==> config.mk <==
export PLATFORM = sky130hd
export DESIGN_NAME = neo_reset_gen
export DESIGN_NICKNAME = d
export VERILOG_FILES = /design/src/rtl/neo_reset_pkg.sv /design/src/rtl/neo_wdog_counter.sv /design/src/rtl/neo_reset_gen.sv
export SDC_FILE = /design/constraint.sdc
export NUM_CORES = 1
export LEC_CHECK = 0
export BUFFER_PORTS_ARGS = -buffer_cell sky130_fd_sc_hd__buf_2
export CORE_MARGIN = 8
export CORE_UTILIZATION = 42
export CTS_CLUSTER_DIAMETER = 30
export CTS_CLUSTER_SIZE = 30
export DETAILED_ROUTE_END_ITERATION = 12
export SLEW_MARGIN = 10
export SYNTH_ARGS = -nofsm -noshare
export SYNTH_HDL_FRONTEND = slang
export SYNTH_HIERARCHICAL = 1
export SYNTH_SLANG_ARGS = --single-unit
==> constraint.sdc <==
create_clock -name CLK -period 1.5 [get_ports CLK]
set_input_delay 0.075 -clock CLK [delete_from_list [all_inputs] [get_ports CLK]]
set_output_delay 0.075 -clock CLK [all_outputs]
set_load 0.01 [all_outputs]
==> src/rtl/neo_reset_pkg.sv <==
// Shared constants and state encoding for the NeoGeo system reset generator.
// Optional watchdog path is selected with the NEO_WDOG_EN macro.
package neo_reset_pkg;

    // Rate of the CLK_EN_24_N phase enable; all reset timing is counted in these ticks.
    localparam int unsigned TICK_HZ     = 24_000_000;

    // Watchdog window of ~0.135 s at TICK_HZ (3244032 / 24e6 = 0.13517 s).
    localparam int unsigned DEF_TIMEOUT = 3_244_032;

    // Ticks nRESET stays low after the last reset cause goes away.
    localparam int unsigned DEF_HOLD    = 64;

    // Counter widths sized so the terminal compare is always reached before a wrap.
    localparam int unsigned DEF_CW      = 22;
    localparam int unsigned DEF_HW      = 8;

    // Reset sequencer state: HOLD drives nRESET low, RUN releases it.
    typedef logic [0:0] rst_state_t;
    localparam rst_state_t ST_HOLD = 1'b0;
    localparam rst_state_t ST_RUN  = 1'b1;

endpackage

==> src/rtl/neo_wdog_counter.sv <==
// Watchdog counter: kick latch, tick counter and timeout compare.
// Instantiated only when NEO_WDOG_EN is defined.
module neo_wdog_counter
    import neo_reset_pkg::*;
#(
    parameter int unsigned TIMEOUT = DEF_TIMEOUT,
    parameter int unsigned CW      = DEF_CW
) (
    input  logic clk,
    input  logic rst,
    input  logic tick,
    input  logic kick,
    input  logic run,
    output logic timeout
);

    logic          kick_pend_q, kick_pend_d;
    logic [CW-1:0] wd_cnt_q, wd_cnt_d;

    // Kicks may arrive in any cycle; they are merged and consumed by the following tick.
    // Outside RUN the counter is held at zero, so kicks seen there are simply dropped.
    always_comb begin
        kick_pend_d = kick | (kick_pend_q & ~tick);
        wd_cnt_d    = wd_cnt_q;
        timeout     = 1'b0;
        if (tick) begin
            if (!run || kick_pend_q) begin
                wd_cnt_d = '0;
            end else if (wd_cnt_q == CW'(TIMEOUT - 1)) begin
                wd_cnt_d = '0;
                timeout  = 1'b1;
            end else begin
                wd_cnt_d = wd_cnt_q + 1'b1;
            end
        end
    end

    // Counter and kick latch registers.
    always_ff @(posedge clk or posedge rst) begin
        if (rst) begin
            kick_pend_q <= 1'b0;
            wd_cnt_q    <= '0;
        end else begin
            kick_pend_q <= kick_pend_d;
            wd_cnt_q    <= wd_cnt_d;
        end
    end

endmodule

==> src/rtl/neo_reset_gen.sv <==
// NeoGeo system reset generator: merges power-on, host request and watchdog
// into the registered active-low nRESET level, updated on 24 MHz ticks only.
// Define NEO_WDOG_EN to build the watchdog; otherwise WDOG_KICK is ignored.
module neo_reset_gen
    import neo_reset_pkg::*;
#(
    parameter int unsigned TIMEOUT = DEF_TIMEOUT,
    parameter int unsigned HOLD    = DEF_HOLD,
    parameter int unsigned CW      = DEF_CW,
    parameter int unsigned HW      = DEF_HW
) (
    input  logic CLK,
    input  logic RESET,
    input  logic CLK_EN_24_N,
    input  logic WDOG_KICK,
    input  logic SYS_RESET_REQ,
    output logic nRESET,
    output logic WDOG_FIRED
);

    rst_state_t    state_q, state_d;
    logic [HW-1:0] hold_cnt_q, hold_cnt_d;
    logic          nreset_q, nreset_d;
    logic          fired_q, fired_d;
    logic          wd_timeout;

`ifdef NEO_WDOG_EN
    // A host request in RUN outranks the watchdog, so the counter is parked for that tick.
    neo_wdog_counter #(
        .TIMEOUT (TIMEOUT),
        .CW      (CW)
    ) u_wdog (
        .clk     (CLK),
        .rst     (RESET),
        .tick    (CLK_EN_24_N),
        .kick    (WDOG_KICK),
        .run     ((state_q == ST_RUN) && !SYS_RESET_REQ),
        .timeout (wd_timeout)
    );
`else
    logic unused_wdog_kick;
    localparam int unsigned UNUSED_WDOG_CFG = TIMEOUT + CW;
    assign unused_wdog_kick = WDOG_KICK;
    assign wd_timeout       = 1'b0;
`endif

    // HOLD counts consecutive request-free ticks; RUN waits for a request or a timeout.
    always_comb begin
        state_d    = state_q;
        hold_cnt_d = hold_cnt_q;
        nreset_d   = nreset_q;
        fired_d    = fired_q;
        if (CLK_EN_24_N) begin
            case (state_q)
                ST_HOLD: begin
                    if (SYS_RESET_REQ) begin
                        hold_cnt_d = '0;
                    end else if (hold_cnt_q == HW'(HOLD - 1)) begin
                        state_d  = ST_RUN;
                        nreset_d = 1'b1;
                    end else begin
                        hold_cnt_d = hold_cnt_q + 1'b1;
                    end
                end
                default: begin
                    if (SYS_RESET_REQ) begin
                        state_d    = ST_HOLD;
                        hold_cnt_d = '0;
                        nreset_d   = 1'b0;
                        fired_d    = 1'b0;
                    end else if (wd_timeout) begin
                        state_d    = ST_HOLD;
                        hold_cnt_d = '0;
                        nreset_d   = 1'b0;
                        fired_d    = 1'b1;
                    end
                end
            endcase
        end
    end

    // Sequencer registers; RESET aborts any sequence and restarts a full hold.
    always_ff @(posedge CLK or posedge RESET) begin
        if (RESET) begin
            state_q    <= ST_HOLD;
            hold_cnt_q <= '0;
            nreset_q   <= 1'b0;
            fired_q    <= 1'b0;
        end else begin
            state_q    <= state_d;
            hold_cnt_q <= hold_cnt_d;
            nreset_q   <= nreset_d;
            fired_q    <= fired_d;
        end
    end

    assign nRESET     = nreset_q;
    assign WDOG_FIRED = fired_q;

endmodule
==> results by group, run 1 <==
Status
  • Status: finished clean

Route
  • DR vias: 478
  • Post-route DRC: 0
  • Metal3 WL: 58 um
  • DRT antenna net count: 0
  • Routed wire length per instance: 14.5 um
  • DRT Pass-1 Iters: 2
  • Uppermost layer routed: met4
  • Wire length on met1: 607 um
  • DR vias/cell: 5.56
  • Routed wl met2: 535 um
  • Initial DRC count: 5
  • WL final: 1250 um

Global route
  • First-pass GRT wire length: 1990 um
  • Initial antenna violation count: 0
  • Largest net degree at the start of global routing: 12
  • Gr usage total: 9.43%
  • Overflow after GRT: 0
  • Vias in the first global route: 451

Power and ir drop
  • Total chip power: 0.568 mW
  • Pwr dens: 829 nW/um2
  • Peak supply drop: 0.540 mV
  • Pleak: 0.314 nW

Setup path
  • Crit-path slowest cell: dfrtp_1
  • Largest stage delay, worst path: 0.39 ns
  • Crit Path Max Fanout: 7
  • Critical path startpoint category: flop
  • Crit Path Class: flop to flop
  • Reg2reg setup slack: 0.11 ns
  • Levels on crit path: 5
  • CP Capture Type: flop
  • Worst path top cell family by delay: flip-flops
  • Crit-path cells: ha_2 -> and3_4 -> a21oi_4 -> mux2i_1 -> o2bb2ai_1
  • Worst path buffer plus inverter count: 0
  • CP required: 1.66 ns
  • R2R cell count: 5
  • Worst Path Arrival: 1.55 ns

Placed design
  • Routability congestion estimate: 0.784
  • # port buffers: 4
  • Post-DP HPWL: 877 um

Synth
  • Sequential area share after synthesis: 40.2%
  • Post-synth cell types: 30
  • Synth Cell Area: 622 um2
  • Post-synthesis net count: 69
  • Yosys warns: 6
  • Seq cells post-synth: 10
  • Synth Instances: 63
  • Avg Inst Size Synth: 9.87 um2

Die
  • Die Ht: 54.5 um
  • Die Area: 2970 um2
  • Die X: 54.5 um
  • Core area: 1450 um2
  • Initial core utilization: 42.8%
  • IO Count: 7
  • Rows: 14

Timing
  • Tmin final: 1.39 ns
  • F_max: 0.721 GHz
  • Final Skew: 0.00246 ns
  • Final period util: 92.5%
  • Final Max Slew Viols: 0
  • Final setup TNS: 0 ns
  • Fin. Hold Viols: 0
  • Setup violators final: 0
  • RSZ-0062 raised after global routing: no

Clock network
  • Clk sinks: 10
  • Root buffer cell: clkbuf_4
  • Clock Path Buffers: 2
  • Clock-pin slew on the worst setup and hold paths: 0.06 ns
  • Post-CTS Setup Inserts: 0
  • TritonCTS clock tree: yes
  • H-tree depth: 1
  • Worst skew pair latency: 0.27 ns
  • Num CTS Buffers: 3

Final layout
  • Layout cells sized above 1: 25.7%
  • Fin nets: 78
  • Ant. Diodes: 0
  • Synth-to-Final Area Change: 10.3%
  • Commonest non-fill, non-tap cells in the layout: dfrtp_1 (10), a21oi_1 (6), nand2_1 (5)
  • Most common cell after layout, fill and taps aside: dfrtp_1

Worst hold path
  • Hold Path Stages: 2
  • Worst min path class: primary input to flop

Job
  • Max-capacitance violation count: 0
-- state kept, by name, indices dropped and copies added (netlist names) --
name and flops:
nRESET 1, hold_cnt_q 8, state_q 1
-- where the power goes --
group	switching [mW]	total (mW)	internal [mW]
Sequential	0.0148	0.299	0.285
Clock	0.0954	0.188	0.0930
Combinational	0.0426	0.0804	0.0379
Total	0.153	0.568	0.415
-- final cells by class --
type                    count  area, um2
clock buffers               3       22.5
fillers                   141        768
inverters                   2       7.51
multi-input cells          47        333
flip-flops and latches     10        250
well taps                  16       20.0
repair buffers              8       52.6
-- kinds of logic after synthesis --
| kind of cell | Yosys count | share of synthesized area [%] |
|---|---|---|
| AO/OA/AOI/OAI | 19 | 22.1 |
| flip-flops | 10 | 40.2 |
| AND/OR/NAND/NOR | 23 | 22.9 |
| multiplexers | 3 | 4.83 |
| other | 1 | 0.603 |
| buffers and inverters | 6 | 7.24 |
| adder cells (fa/ha/maj) | 1 | 2.01 |
-- worst register-to-register path, stage by stage, from the launching register on --
cell and delay [ns]:
dfrtp_1 0.39, ha_2 0.20, and3_4 0.21, a21oi_4 0.19, mux2i_1 0.20, o2bb2ai_1 0.08
-- cells in the mapped netlist --
cell / number / area, um2
and2_1: 1 / 6.26
o31ai_1: 1 / 7.51
a21oi_4: 1 / 16.3
nand3_1: 3 / 15.0
a31o_1: 1 / 8.76
and2_4: 1 / 8.76
a31oi_1: 1 / 6.26
nor2b_1: 2 / 12.5
inv_1: 2 / 7.51
o21ai_0: 3 / 15.0
and3_2: 1 / 7.51
or4b_1: 1 / 10.0
o2bb2ai_1: 3 / 26.3
buf_4: 2 / 15.0
nor2b_2: 1 / 8.76
and4_1: 1 / 8.76
nor2_1: 3 / 11.3
ha_1: 1 / 12.5
nand4_1: 2 / 12.5
buf_6: 2 / 22.5
nor4_1: 1 / 6.26
a41o_1: 1 / 10.0
a31o_2: 1 / 8.76
dfrtp_1: 10 / 250
nand2_1: 5 / 18.8
mux2i_1: 3 / 30.0
and4bb_4: 1 / 16.3
a21oi_1: 6 / 30.0
a21oi_2: 1 / 8.76
conb_1: 1 / 3.75
-- final timing paths --
path / start / to
max: hold_cnt_q[0] / hold_cnt_q[0]
min: CLK_EN_24_N / hold_cnt_q[2]
max reg2reg: hold_cnt_q[0] / hold_cnt_q[0]
min reg2reg: hold_cnt_q[6] / hold_cnt_q[6]
max in group asynchronous: RESET / hold_cnt_q[6]
min in group asynchronous: RESET / hold_cnt_q[3]
-- timing repair --
action	in CTS	in global routing
endpoints found under the hold margin	10	0
hold buffers	1	0
resized for setup	0	1
setup endpoints to repair	0	2
-- metal layers --
layer | track usage [%] | vias up
met4 | 7.38 | 0
met3 | 2.99 | 5
met1 | 10.9 | 216
met2 | 14.1 | 8
li1 | - | 249
met5 | 0 | -
-- per-stage QoR --
stage	hold slack, ns	util (%)	worst slack, ns	instance area [um2]	instances
6_report	0.109	47.2	0.113	686	86
5_1_grt	0.115	47.2	0.0233	686	86
4_1_cts	0.0949	46.9	0.0374	682	86
3_5_place_dp	0.0804	44.7	0.0411	649	82
3_3_place_gp	0.0716	44.7	0.0825	649	82
2_1_floorplan	-0.0848	-	0.0173	624	63
No activity file was read; power rests on OpenSTA's default activity.
==> run 2, diff against run 1 <==
--- a/config.mk
+++ b/config.mk
@@ -11,6 +11,7 @@
 export CTS_CLUSTER_DIAMETER = 30
 export CTS_CLUSTER_SIZE = 30
 export DETAILED_ROUTE_END_ITERATION = 12
+export SETUP_SLACK_MARGIN = 0.4
 export SLEW_MARGIN = 10
 export SYNTH_ARGS = -nofsm -noshare
 export SYNTH_HDL_FRONTEND = slang
==> run 2 against run 1 <==
Against the previous run:
- non-clock buffer count increased by 5
- routed wire length increased by 0.48%
- combinational power rose by 23%
- largest cell class unchanged
- sequential power down 1%
- global-route usage up 0.86 points
- register-to-register slack gained 0.05 ns
- final area rose by 11%
- hold slack better by 0.018 ns
- critical endpoint is now hold_cnt_q[6]
==> results by group, run 2 (synthesized netlist as in run 1, its figures left out) <==
Status
  • Status: finished clean (unchanged)

Timing
  • Fin. Hold Viols: 0 (unchanged)
  • Tmin final: 1.33 ns (was 1.39 ns)
  • RSZ-0062 raised after global routing: yes (was no)
  • Fin Hold WS: 0.128 ns (was 0.109 ns)
  • Final period util: 89.0% (was 92.5%)
  • Final Skew: 0.00667 ns (was 0.00246 ns)
  • Final Max Slew Viols: 0 (unchanged)
  • Final setup TNS: 0 ns (unchanged)
  • F_max: 0.749 GHz (was 0.721 GHz)
  • Setup violators final: 0 (unchanged)

Final layout
  • Post-Layout Inst Area: 762 um2 (was 686 um2)
  • Layout cells sized above 1: 40.8% (was 25.7%)
  • Fill cell count: 136 (was 141)
  • Fin nets: 83 (was 78)
  • Multi-input gate area: 367 um2 (was 333 um2)
  • Synth-to-Final Area Change: 22.5% (was 10.3%)
  • Commonest non-fill, non-tap cells in the layout: dfrtp_1 (9), buf_4 (8), nand2_1 (5) (was dfrtp_1 (10), a21oi_1 (6), nand2_1 (5))
  • Largest register FFs: 8 (unchanged)
  • Register area: 251 um2 (was 250 um2)
  • Non-filler cells, final: 92 (was 86)
  • Largest register by flop count: hold_cnt_q (unchanged)
  • Most common cell after layout, fill and taps aside: dfrtp_1 (unchanged)
  • Ant. Diodes: 0 (unchanged)

Route
  • Uppermost layer routed: met4 (unchanged)
  • DR vias: 513 (was 478)
  • Routed wire length per instance: 13.6 um (was 14.5 um)
  • WL final: 1250 um (about the same)
  • Post-route DRC: 0 (unchanged)
  • DR vias/cell: 5.58 (was 5.56)
  • DRT antenna net count: 0 (unchanged)
  • Routed wl met2: 543 um (was 535 um)
  • DRT Pass-1 Iters: 4 (was 2)
  • Metal3 WL: 94 um (was 58 um)
  • Wire length on met1: 605 um (was 607 um)
  • Initial DRC count: 4 (was 5)

Global route
  • First-pass GRT wire length: 2190 um (was 1990 um)
  • Gr usage total: 10.3% (was 9.43%)
  • Overflow after GRT: 0 (unchanged)
  • Initial antenna violation count: 0 (unchanged)
  • Vias in the first global route: 492 (was 451)
  • Largest net degree at the start of global routing: 12 (unchanged)

Clock network
  • Num CTS Buffers: 3 (unchanged)
  • Root buffer cell: clkbuf_4 (unchanged)
  • TritonCTS clock tree: yes (unchanged)
  • Clock-pin slew on the worst setup and hold paths: 0.07 ns (was 0.06 ns)
  • Worst skew pair latency: 0.27 ns (about the same)
  • Clock Path Buffers: 2 (unchanged)
  • Clk sinks: 10 (unchanged)
  • H-tree depth: 1 (unchanged)

Power and ir drop
  • Peak supply drop: 0.409 mV (was 0.540 mV)
  • Pleak: 0.346 nW (was 0.314 nW)
  • Pwr dens: 772 nW/um2 (was 829 nW/um2)

Placed design
  • # port buffers: 4 (unchanged)
  • Placed cell area: 658 um2 (was 649 um2)
  • Placed instance count: 81 (was 82)
  • Routability congestion estimate: 0.716 (was 0.784)
  • Post-DP HPWL: 874 um (was 877 um)

Setup path
  • Crit-path cells: ha_2 -> and3_4 -> buf_4 -> a31oi_1 -> o21ai_1 -> o31ai_2 (was ha_2 -> and3_4 -> a21oi_4 -> mux2i_1 -> o2bb2ai_1)
  • Worst path top cell family by delay: flip-flops (unchanged)
  • Worst Path Arrival: 1.49 ns (was 1.55 ns)
  • Crit Path Class: flop to flop (unchanged)
  • Crit Path Max Fanout: 6 (was 7)
  • Critical path startpoint category: flop (unchanged)
  • CP Capture Type: flop (unchanged)
  • Worst path buffer plus inverter count: 1 (was 0)
  • CP required: 1.65 ns (was 1.66 ns)
  • Largest stage delay, worst path: 0.35 ns (was 0.39 ns)
  • Crit-path slowest cell: dfrtp_1 (unchanged)

Worst hold path
  • Worst min path class: primary input to flop (unchanged)

Die
  • Rows: 14 (unchanged)
  • Die Ht: 54.5 um (unchanged)
  • Die Area: 2970 um2 (unchanged)
  • Die X: 54.5 um (unchanged)
  • IO Count: 7 (unchanged)
  • Core area: 1450 um2 (unchanged)
  • Initial core utilization: 42.8% (unchanged)

Job
  • Max-capacitance violation count: 0 (unchanged)
==> run 2: cell count changes in the layout (fill, tap and decap cells not counted), moves of 2 or more <==
cell / previous run / this run
o21ai_0: 3 / 0
o21ai_1: 0 / 3
buf_4: 3 / 8
a21oi_2: 1 / 3
a21oi_1: 6 / 4
==> run 2: worst paths after layout <==
check / start / to / slack (ns) / depth (start not counted)
min reg2reg: nRESET / nRESET / 0.53 / 2
min in group asynchronous: RESET / hold_cnt_q[6] / 0.32 / 3
min: SYS_RESET_REQ / state_q / 0.13 / 2
max reg2reg: hold_cnt_q[0] / hold_cnt_q[6] / 0.17 / 6
max in group asynchronous: RESET / state_q / 0.88 / 3
max: hold_cnt_q[0] / hold_cnt_q[6] / 0.17 / 6
==> run 2: timing repair <==
action | in CTS | in global routing
hold endpoints to repair | 10 | 0
resized for setup | 4 | 2
buffers inserted | 2 | 4
hold buffers | 1 | 0
pin swaps | 7 | 4
setup endpoints to repair | 10 | 10
==> run 2: final cells by class <==
class                   instances  share of cell area [%]
inverters                       2                   0.985
repair buffers                 13                    11.8
flip-flops and latches         10                    33.0
well taps                      16                    2.63
clock buffers                   4                    3.45
multi-input cells              47                    48.1
==> run 2: per-layer routing <==
| layer | GRT usage [%] | up-vias |
|---|---|---|
| li1 | - | 259 |
| met1 | 11.0 | 242 |
| met2 | 16.8 | 9 |
| met3 | 6.52 | 3 |
| met4 | 2.46 | 0 |
| met5 | 0 | - |
==> run 2: where the power goes <==
group          switching, mW  total, mW  internal, mW
registers             0.0101      0.295         0.284
logic                 0.0517     0.0990        0.0474
clock network         0.0921      0.195         0.103
total                  0.154      0.589         0.435
==> run 2: stage by stage <==
| step | utilization, % | power (mW) | setup WS (ns) |
|---|---|---|---|
| floorplan | - | 0.361 | 0.0819 |
| global placement | 45.3 | 0.382 | 0.138 |
| detailed placement | 45.3 | 0.383 | 0.131 |
| CTS | 49.7 | 0.587 | 0.169 |
| global route | 52.4 | 0.624 | 0.0958 |
| finish | 52.4 | 0.589 | 0.166 |
